File: config.mk
export PLATFORM = sky130hd
export DESIGN_NAME = demux14_sched
export DESIGN_NICKNAME = d
export VERILOG_FILES = /design/src/rtl/demux_pkg.sv /design/src/rtl/demux_rr_pick.sv /design/src/rtl/demux14_sched.sv
export SDC_FILE = /design/constraint.sdc
export NUM_CORES = 1
export LEC_CHECK = 0
export CORE_MARGIN = 2
export CORE_UTILIZATION = 39
export DETAILED_ROUTE_END_ITERATION = 10
export HOLD_SLACK_MARGIN = 0.05
export PLACE_DENSITY = 0.73
export SYNTH_ARGS = -nofsm -noshare
export SYNTH_HDL_FRONTEND = slang
export SYNTH_SLANG_ARGS = --single-unit
export TNS_END_PERCENT = 10
File: constraint.sdc
create_clock -name clk -period 2.38 [get_ports clk]
set_input_delay 0.476 -clock clk [delete_from_list [all_inputs] [get_ports clk]]
set_output_delay 0.476 -clock clk [all_outputs]
set_load 0.01 [all_outputs]
File: src/rtl/demux_pkg.sv
// Shared definitions for the demux14 scheduler slice.
//   NUM_CH        : number of consumer channels
//   SEL_W         : width of a channel index
//   sched_state_e : scheduler FSM state (IDLE = buffer empty, HOLD = buffer full)
package demux_pkg;
    localparam int NUM_CH = 4;
    localparam int SEL_W  = 2;

    typedef enum logic {
        IDLE = 1'b0,
        HOLD = 1'b1
    } sched_state_e;
endpackage

File: src/rtl/demux_rr_pick.sv
// Combinational round-robin picker.
// Returns the first requesting channel, searching start, start+1, ... mod NUM_CH.
//   req   in  NUM_CH : request vector (one bit per channel)
//   start in  SEL_W  : first channel to examine
//   idx   out SEL_W  : chosen channel (equals start when nothing requests)
//   found out 1      : at least one channel requested
module demux_rr_pick
    import demux_pkg::*;
(
    input  logic [NUM_CH-1:0] req,
    input  logic [SEL_W-1:0]  start,
    output logic [SEL_W-1:0]  idx,
    output logic              found
);
    logic [SEL_W-1:0] cand;

    // Walk the search order backwards so the earliest hit is the last write.
    always_comb begin
        idx   = start;
        found = 1'b0;
        cand  = '0;
        for (int i = NUM_CH - 1; i >= 0; i--) begin
            cand = start + SEL_W'(i);
            if (req[cand]) begin
                idx   = cand;
                found = 1'b1;
            end
        end
    end
endmodule

File: src/rtl/demux14_sched.sv
// Round-robin scheduler front end for a 1:4 demux.
// Accepts one word via In_valid/In_ready, holds it, and steers it to the
// first ready channel (searched from the round-robin pointer) using Sel and
// a one-hot Out_valid. The target is frozen until that channel takes it.
// Optional macro DEMUX_SCHED_CNT_EN adds per-channel delivery counters and
// the Cnt port.
//   clk, rst  : clock, asynchronous active-high reset
//   In_data/In_valid/In_ready : input handshake
//   Out_ready : per-channel consumer ready
//   Out_data/Out_valid/Sel    : held word, one-hot target valid, target index
//   Busy      : a word is held
//   Cnt       : delivered-word counts, channel 0 in LSBs (macro only)
module demux14_sched
    import demux_pkg::*;
#(
    parameter int DATA_W = 8,
    parameter int CNT_W  = 8
) (
    input  logic              clk,
    input  logic              rst,
    input  logic [DATA_W-1:0] In_data,
    input  logic              In_valid,
    output logic              In_ready,
    input  logic [NUM_CH-1:0] Out_ready,
    output logic [DATA_W-1:0] Out_data,
    output logic [NUM_CH-1:0] Out_valid,
    output logic [SEL_W-1:0]  Sel,
    output logic              Busy
`ifdef DEMUX_SCHED_CNT_EN
    ,
    output logic [NUM_CH*CNT_W-1:0] Cnt
`endif
);
    sched_state_e      state_q, state_d;
    logic [SEL_W-1:0]  ptr_q, ptr_d;
    logic [SEL_W-1:0]  sel_q, sel_d;
    logic [DATA_W-1:0] data_q, data_d;
    logic [NUM_CH-1:0] out_valid_q, out_valid_d;
    logic              busy_q, busy_d;

    logic              complete;
    logic              accept;
    logic [SEL_W-1:0]  search_start;
    logic [SEL_W-1:0]  pick_idx;
    logic              pick_found;
    logic [SEL_W-1:0]  target;

    // Only the held target's ready matters; other channels are ignored in HOLD.
    assign complete = (state_q == HOLD) && Out_ready[sel_q];
    assign In_ready = (state_q == IDLE) || complete;
    assign accept   = In_valid && In_ready;

    // On a same-cycle complete+accept the pointer register is stale, so the
    // search starts from the channel after the one just served.
    assign search_start = complete ? sel_q + SEL_W'(1) : ptr_q;

    demux_rr_pick u_pick (
        .req   (Out_ready),
        .start (search_start),
        .idx   (pick_idx),
        .found (pick_found)
    );

    assign target = pick_found ? pick_idx : search_start;

    always_comb begin
        state_d     = state_q;
        ptr_d       = ptr_q;
        sel_d       = sel_q;
        data_d      = data_q;
        out_valid_d = out_valid_q;
        busy_d      = busy_q;
        if (complete) begin
            ptr_d       = sel_q + SEL_W'(1);
            state_d     = IDLE;
            out_valid_d = '0;
            busy_d      = 1'b0;
        end
        if (accept) begin
            data_d      = In_data;
            sel_d       = target;
            state_d     = HOLD;
            out_valid_d = {{(NUM_CH-1){1'b0}}, 1'b1} << target;
            busy_d      = 1'b1;
        end
    end

    always_ff @(posedge clk or posedge rst) begin
        if (rst) begin
            state_q     <= IDLE;
            ptr_q       <= '0;
            sel_q       <= '0;
            data_q      <= '0;
            out_valid_q <= '0;
            busy_q      <= 1'b0;
        end else begin
            state_q     <= state_d;
            ptr_q       <= ptr_d;
            sel_q       <= sel_d;
            data_q      <= data_d;
            out_valid_q <= out_valid_d;
            busy_q      <= busy_d;
        end
    end

    assign Out_data  = data_q;
    assign Out_valid = out_valid_q;
    assign Sel       = sel_q;
    assign Busy      = busy_q;

`ifdef DEMUX_SCHED_CNT_EN
    generate
        for (genvar gi = 0; gi < NUM_CH; gi++) begin : g_cnt
            logic [CNT_W-1:0] cnt_q, cnt_d;

            always_comb begin
                cnt_d = cnt_q;
                if (complete && (sel_q == SEL_W'(gi))) begin
                    cnt_d = cnt_q + CNT_W'(1);
                end
            end

            always_ff @(posedge clk or posedge rst) begin
                if (rst) begin
                    cnt_q <= '0;
                end else begin
                    cnt_q <= cnt_d;
                end
            end

            assign Cnt[gi*CNT_W +: CNT_W] = cnt_q;
        end
    endgenerate
`else
    // Counter width has no effect without the counter feature.
    logic [CNT_W-1:0] unused_cnt_w;
    assign unused_cnt_w = '0;
`endif
endmodule
==> results_dict.tcl <==
set metrics [dict create \
    run_status "finished, final reports clean" \
    intPower_uw 1030 \
    cts_buffer_depth 2 \
    relSlewSlack 0.576 \
    endpoint_kind "register" \
    r2r_end "Out_valid[2]" \
    synth-compound-area-share 0.176 \
    setup_violations 0 \
    track_usage 0.171 \
    yosys-top-cells-count "dfrtp_1 (17), inv_1 (8), mux2_2 (8)" \
    cap_violations 0 \
    grt_first_pass_wirelength_um 3360 \
    drtIter0Drc 18 \
    dp.final_hpwl_um 1600 \
    synthFlopType "dfrtp_1" \
    hold_viol_final 0 \
    r2r_start "Sel[0]" \
    die-area_sq_mm 0.00268 \
    grt_max_degree 18 \
    holdPathStages 2 \
    synthDistinctLibCells 30 \
    cp_cell_sequence "clkdlybuf4s50_1 -> mux2_4 -> a22o_4 -> mux2_4 -> a22o_1 -> o32a_1 -> a22o_1" \
    ys_ff_latch 17 \
    max_freq_ghz 0.429 \
    tightest_slew_ns 0.635 \
    slowest_delay_ns 0.43 \
    clockRootBuffer "clkbuf_4" \
    avgViaCountPerCell 5.17 \
    min_from "Out_valid[1]" \
    place_congestion 1.01 \
    fin_crit_sh 0.979 \
    rsz0062_at_grt "no" \
    die_w_um 51.8 \
    h-tree-depth 1 \
    antenna_found_initial 0 \
    wirelength_um 2020 \
    yosys.area_share.simple 0.0899 \
    clk_pin_slew_ns 0.10 \
    fin_nets 140 \
    die_h_um 51.8 \
    ys_seq_area_frac 0.478 \
    crit_slowest_cell "clkdlybuf4s50_1" \
    synth_top_area_share 0.478 \
    clkPwrFrac 0.096 \
    synth_fa_ha_area_frac 0 \
    avgRoutedWirePerCell_um 13.3 \
    syn_nets 95 \
    drive_gt1_frac 0.242 \
    critPathLaunchType "primary input" \
    fin_util 0.608 \
    power_frac_comb 0.600 \
    arrival_ns 2.52 \
    holdPathEnd "Out_valid[1]" \
    worstRegToRegCells 6 \
    core_area_sq_mm 0.00219 \
    slew_viol_final 0 \
    synth_most_common_cell "dfrtp_1" \
    synth_edf_count 0 \
    worst_setup_path_startpoint "Out_ready[1]" \
    num_io_pins 31 \
    r2r_slack_ns 0.15 \
    synth_area_sq_um 891 \
    crit_fanout 4 \
    syn2layout_area_growth_pct 49.6 \
    cp.required_ns 2.57 \
    cts_sinks 17 \
    clock_latency_ns 0.29 \
    dr_total_vias 786 \
    async_flop_share 1.00 \
    port_buffers 30 \
    grt_overflow 0 \
    cts_buffers 3 \
    initial_utilization 0.407 \
    power_frac_seq 0.304 \
    avgSynthCellArea_sq_um 11.1 \
    p_leak_uw 0.000623 \
    ant_nets 0 \
    synthXorXnorAreaFrac 0.00983 \
    sw_frac_of_total 0.356 \
    hold_ws_ns 0.496 \
    hold_class "reg -> reg" \
    muxShareOfSynthArea 0.174 \
    period_needed_ns 2.33 \
    syn_inst 80 \
    setup.worst_path.class "in -> reg" \
    p_per_area_mw_per_mm2 1200 \
    yosys.area.top_type "dfrtp_1" \
    rows 17 \
    cts_tree "built" \
    clock_skew_ns 0.00130 \
    synth_top_family_by_area "compound AO/OA/AOI/OAI gates" \
    ir_drop_v 0.000642 \
    power_switching_uw 568 \
    first_pass_iters 4 \
    grt_pass1_vias 809 \
    diodes 0 \
    postCtsSetupRepairBufs 0 \
    drc 0 \
    synth.yosys.warnings 0 \
    synthTopCellsByArea "dfrtp_1 (48%), mux2_2 (10%), mux2_4 (5.1%)" \
]
-- state kept, by name, summed over array words and instances (netlist names) --
| signal | count |
|---|---|
| Out_data | 8 |
| Sel | 2 |
| ptr_q | 2 |
| Busy | 1 |
| Out_valid | 4 |
-- how the worst max path moves through the flow --
stage	endpoint	slack, ns
final	Out_valid[2]	0.05
after global routing	Out_valid[0]	0.01
after global placement	Out_valid[2]	-0.23
after detailed placement	Out_valid[2]	-0.27
after floorplan	Out_valid[2]	0.11
after CTS	Out_valid[2]	0.02
-- stage by stage --
step	TNS (ns)	instances	total power, uW	instance area, sq um	setup slack (ns)
6_report	0	152	1590	1330	0.0511
5_1_grt	0	152	1710	1330	0.0150
4_1_cts	0	152	1610	1330	0.0250
3_5_place_dp	-1.31	148	1450	1300	-0.274
3_3_place_gp	-1.12	148	1430	1300	-0.232
2_1_floorplan	0	80	1020	891	0.107
-- power groups by stage --
stage / Clock, uW / Combinational [uW] / Sequential [uW]
5_1_grt: 176 / 1040 / 500
3_5_place_dp: 0 / 961 / 493
2_1_floorplan: 0 / 484 / 531
3_3_place_gp: 0 / 944 / 489
6_report: 153 / 956 / 485
4_1_cts: 160 / 963 / 487
-- area by class of cell --
cell class / count / area [sq um]
Fill cell: 193 / 858
Sequential cell: 17 / 425
Timing Repair Buffer: 43 / 414
Multi-Input combinational cell: 52 / 400
Tap cell: 28 / 35.0
Inverter: 8 / 30.0
Clock buffer: 3 / 22.5
Clock inverter: 1 / 5.00
-- cell families (layout without fill, tap and decap cells) --
group / after synthesis / in the layout
compound gates: 21 / 21
flops: 17 / 17
simple gates: 17 / 17
mux: 13 / 13
buf+inv: 11 / 55
xor+xnor: 1 / 1
-- layer usage --
metal,routed length [um],GRT usage
met1,816,0.196
met2,986,0.293
met3,172,0.0575
met4,40,0.0658
met5,0,0
-- cell usage in the layout, fill, tap and decap left out, types with 2 or more instances in the layout --
cell type,instances
dlymetal6s2s_1,2
a22o_1,3
o21ai_0,2
buf_4,12
inv_1,8
o21ai_1,2
nand2_1,6
mux2_2,8
dfrtp_1,17
clkdlybuf4s50_1,27
a21oi_1,5
mux2_4,3
nor2_1,4
clkbuf_4,3
a22oi_1,2
mux2i_1,2
-- worst max-delay path: cells and delay by family --
family	cells	cell delay (ns)
muxes	2	0.59
AOI/OAI and AO/OA	4	1.02
buffers and inverters	1	0.43
-- timing repair --
| item | 4_1_cts | 5_1_grt |
|---|---|---|
| gates resized for setup | 1 | 3 |
| hold buffers | 0 | 0 |
| cloned | 0 | 0 |
| pin swaps | 0 | 1 |
| setup endpoints to repair | 1 | 4 |
No activity file was read; power rests on OpenSTA's default activity.
